===== src/rtl/mux_arb_nto1.sv =====
// N-to-1 valid/ready channel multiplexer with one registered output stage.
// MODE 0 routes the explicitly selected channel; MODE 1 arbitrates round-robin among valid channels.

module mux_arb_nto1_chk #(
   parameter int CHANNELS = 4,
   parameter int MODE     = 0
) (
   input logic                clk,
   input logic                rst,
   input logic [CHANNELS-1:0] in_ready
);

   mode_legal:   assert property (@(posedge clk) (MODE == 0) || (MODE == 1));
   ready_onehot: assert property (@(posedge clk) disable iff (rst) $onehot0(in_ready));

endmodule

module mux_arb_nto1 #(
   parameter int WIDTH    = 5,
   parameter int CHANNELS = 4,
   parameter int SEL_W    = 2,
   parameter int MODE     = 0
) (
   input  logic                      clk,
   input  logic                      rst,
   input  logic [CHANNELS*WIDTH-1:0] in_data,
   input  logic [CHANNELS-1:0]       in_valid,
   output logic [CHANNELS-1:0]       in_ready,
   input  logic [SEL_W-1:0]          sel,
   input  logic                      flush,
   output logic [WIDTH-1:0]          out_data,
   output logic [SEL_W-1:0]          out_chan,
   output logic                      out_valid,
   input  logic                      out_ready
);

   logic [SEL_W-1:0]    ptr_r;
   logic [CHANNELS-1:0] grant_s;
   logic [SEL_W-1:0]    grant_idx_s;
   logic [WIDTH-1:0]    cap_data_s;
   logic                can_accept_s;
   logic                xfer_s;
   int                  ptr_int_s;

   assign ptr_int_s = int'(ptr_r);

   // Grant: decoded select, or the first valid channel found scanning upward from the pointer
   always_comb begin
      logic hit_s;
      logic found_s;
      grant_s     = '0;
      grant_idx_s = '0;
      hit_s       = 1'b0;
      found_s     = 1'b0;
      if (MODE == 1) begin
         for (int k = 1; k <= CHANNELS; k++) begin
            for (int i = 0; i < CHANNELS; i++) begin
               hit_s       = !found_s && in_valid[i] && (i == (ptr_int_s + k) % CHANNELS);
               grant_s[i]  = grant_s[i] | hit_s;
               grant_idx_s = hit_s ? SEL_W'(i) : grant_idx_s;
               found_s     = found_s | hit_s;
            end
         end
      end else begin
         for (int i = 0; i < CHANNELS; i++) begin
            hit_s       = (int'(sel) == i);
            grant_s[i]  = hit_s;
            grant_idx_s = hit_s ? SEL_W'(i) : grant_idx_s;
         end
      end
   end

   // Data mux: grant is one-hot or zero, so an AND-OR tree suffices
   always_comb begin
      cap_data_s = '0;
      for (int i = 0; i < CHANNELS; i++) begin
         cap_data_s = cap_data_s | (in_data[i*WIDTH +: WIDTH] & {WIDTH{grant_s[i]}});
      end
   end

   assign can_accept_s = !out_valid || out_ready;
   assign in_ready     = grant_s & {CHANNELS{can_accept_s && !flush}};
   assign xfer_s       = |(in_valid & in_ready);

   // Output register and arbitration pointer; flush wins over both drain and refill
   always_ff @(posedge clk or posedge rst) begin
      if (rst) begin
         out_valid <= 1'b0;
         out_data  <= '0;
         out_chan  <= '0;
         ptr_r     <= SEL_W'(CHANNELS - 1);
      end else if (flush) begin
         out_valid <= 1'b0;
      end else if (xfer_s) begin
         out_valid <= 1'b1;
         out_data  <= cap_data_s;
         out_chan  <= grant_idx_s;
         if (MODE == 1) begin
            ptr_r <= grant_idx_s;
         end else begin
            ptr_r <= ptr_r;
         end
      end else if (out_ready) begin
         out_valid <= 1'b0;
      end else begin
         out_valid <= out_valid;
      end
   end

   mux_arb_nto1_chk #(
      .CHANNELS (CHANNELS),
      .MODE     (MODE)
   ) u_chk (
      .clk      (clk),
      .rst      (rst),
      .in_ready (in_ready)
   );

endmodule


===== config.mk =====
export PLATFORM = sky130hd
export DESIGN_NAME = mux_arb_nto1
export DESIGN_NICKNAME = d
export VERILOG_FILES = /design/src/rtl/mux_arb_nto1.sv
export SDC_FILE = /design/constraint.sdc
export NUM_CORES = 1
export LEC_CHECK = 0
export BUFFER_PORTS_ARGS = -buffer_cell sky130_fd_sc_hd__buf_2
export CORE_MARGIN = 8
export CORE_UTILIZATION = 34
export CTS_CLUSTER_SIZE = 8
export DETAILED_ROUTE_END_ITERATION = 8
export GPL_TIMING_DRIVEN = 0
export PLACE_DENSITY = 0.81
export SYNTH_ARGS = -nofsm -noshare
export SYNTH_HDL_FRONTEND = slang
export SYNTH_HIERARCHICAL = 1
export SYNTH_SLANG_ARGS = --single-unit

===== constraint.sdc =====
create_clock -name clk -period 1.2 [get_ports clk]
set_clock_uncertainty 0.15 [all_clocks]
set_input_delay 0.06 -clock clk [delete_from_list [all_inputs] [get_ports clk]]
set_output_delay 0.06 -clock clk [all_outputs]
set_load 0.02 [all_outputs]

==> impl_metrics.ini <==
[run_status]
violations = setup timing
status = complete, but fails checks

[worst_setup_path]
end_kind = output pin
startpoint = out_valid
cp.arrival_ns = 1.15
path_cells = nand2b_4 -> nand2_4 -> nor3_2 -> buf_4
worstPathRequired_ns = 0.99
crit_end = in_ready[1]
path_max_fanout = 4
reg2reg_depth = 3
rrSetupSlack_ns = -0.08
r2r_start = out_valid
reg2reg_to = out_data[1]
crit_type = reg2out
cpMaxStageDelayCell = dfrtp_2
cpPeakStageDelay_ns = 0.42
start_kind = flop

[timing]
setup_ws_ns = -0.157
rsz0062_at_grt = yes
hold_viol_final = 0
clock.fmax_ghz = 0.737
tns_ns = -1.05
whs_ns = 0.0909
setup_violations = 10
slew_headroom_pct = 80.4
final.min_clock_period_ns = 1.36
slew_viol_final = 0
post-route-period-util_pct = 113
tightest_slew_ns = 0.293

[clock_network]
clk_pin_slew_worst_paths_ns = 0.06
cts_tree = done
h-tree-depth = 1
cts.sinks = 8
cts.path.max_buffers = 2
clockRootBuffer = clkbuf_4
clk_latency_ns = 0.25
cts_buffers = 3

[drt]
drc = 0
wl_per_cell_um = 15.9
dr.first_iter.drc_count = 1
drtAntennaViolNets = 0
drt_pre_antenna_iters = 2
drt-vias-per-instance = 4.93
vias = 508
drt_wl_total_um = 1630

[synthesis]
synthXorXnorAreaFrac_pct = 0
ys.flop_type = dfrtp_1
syn_nets = 70
synthAdderAreaFrac_pct = 0
synth-seq-cells = 8
synth_area_um2 = 556
synth_mux_area_share_pct = 45.3
ys_seq_area_share_pct = 36.0
synth_top_family_by_area = multiplexers
async_flop_share_pct = 100
syn_area_per_cell_um2 = 13.9
synth_area_leaders = dfrtp_1 (36%), mux4_2 (20%), mux2_4 (16%), mux4_1 (4.7%), mux2_2 (4.1%)
synth_edf_count = 0
syn_inst = 40
synthSimpleGateAreaFrac_pct = 9.46
synth_compound_area_share_pct = 3.60
yosys-top-cells-count = dfrtp_1 (8), mux2_4 (6), inv_1 (5), mux4_2 (5), nor3_1 (4)
ys_types = 16
synth_area_leader_cell = dfrtp_1
synth_top_area_share_pct = 36.0
post-synth-top-count-cell = dfrtp_1
yosysWarnings = 6

[placed_design]
port_buffers = 40
pre_cts_ws_ns = -0.297
dp_hpwl_um = 1420
dp_cells = 96
gp_congestion = 0.649

[layout]
area_growth_pct = 61.7
fin_cells = 103
drive_above_1_share_pct = 77.0
antenna_cells = 0
nets = 118

[grt]
globalRouteTotalUtil_pct = 10.0
grt_pass1_vias = 588
grt_start_max_net_pins = 11
antenna_found_initial = 0
overflow = 0
grt_pass1_wl_um = 2530

[floorplanning]
die_w_um = 56.4
coreArea_um2 = 1520
rows = 14
start_util_pct = 36.5
die_h_um = 56.4
num_io_pins = 42
dieArea_um2 = 3180

[power]
ir_drop_mv = 0.506
total_leakage_power_nw = 0.462
p_per_area_nw_per_um2 = 1120

[run]
cap_viol_max_count = 0

[min_path]
worstHoldStart = out_ready
min_path_type = in2reg
[kinds of logic after synthesis]
logic type      count (synthesis)
buf+inv                         7
simple gates                    8
flops                           8
compound gates                  3
mux                            14
[sequential cells by signal, summed over array words and instances, names as in the netlist]
signal     count
out_data       5
out_chan       2
out_valid      1
[how the worst min path moves through the flow]
stage | to | slack, ns | cells past startpoint
after floorplan | out_chan[0] | -0.27 | 1
after CTS | out_valid | 0.08 | 4
after global placement | out_data[3] | -0.14 | 2
after global routing | out_valid | 0.09 | 4
final | out_valid | 0.09 | 4
after detailed placement | out_data[3] | -0.13 | 2
[layout make-up]
type                    instances  area (um^2)
inverters                       5         18.8
flip-flops and latches          8          201
repair buffers                 43          245
fillers                       140          626
multi-input cells              25          372
well taps                      16         20.0
plain buffers                   2         15.0
clock buffers                   4         26.3
[where the power goes]
| group | leakage, nW | total (mW) | switching (mW) | internal [mW] |
|---|---|---|---|---|
| sequential | 0.0922 | 0.369 | 0.0368 | 0.332 |
| combinational | 0.355 | 0.423 | 0.203 | 0.220 |
| clock | 0.0150 | 0.218 | 0.0913 | 0.127 |
| total | 0.462 | 1.01 | 0.331 | 0.680 |
[timing repair]
action                                  4_1_cts  5_1_grt
endpoints found under the hold margin         9        0
pin swaps                                     0        0
hold buffers                                  2        0
endpoints found under the setup margin       10       10
buffers inserted                              1        0
gates resized for setup                       8        0
[layer usage]
metal  up-vias  wire length [um]  GRT usage, %
met5         -                 0             0
met4         0                 0          3.09
met3         0               157          5.84
met2        25               878          16.9
met1       238               598          10.1
li1        245                 -             -
[stage by stage]
stage,utilization [%],power [mW],area (um^2)
after floorplan,-,0.643,599
after global placement,53.8,0.774,820
after detailed placement,53.8,0.788,820
after CTS,58.9,1.03,898
after global routing,58.9,1.07,898
final,58.9,1.01,898
[critical path: cells and delay by family, from the launching register on]
kind                   cells  cell delay [ns]
AND/OR/NAND/NOR            3             0.32
buffers and inverters      1             0.16
flip-flops                 1             0.42
[cells in the final DEF, fill, tap and decap left out, drive strengths merged]
cell	n
o2bb2ai	1
mux2	8
a21oi	1
nand2b	1
clkbuf	5
buf	42
nand3	2
mux4	6
inv	5
a31oi	1
dfrtp	8
nor3	4
dlygate4sd3	2
nand2	1
Power figures use the tool's default switching activity.
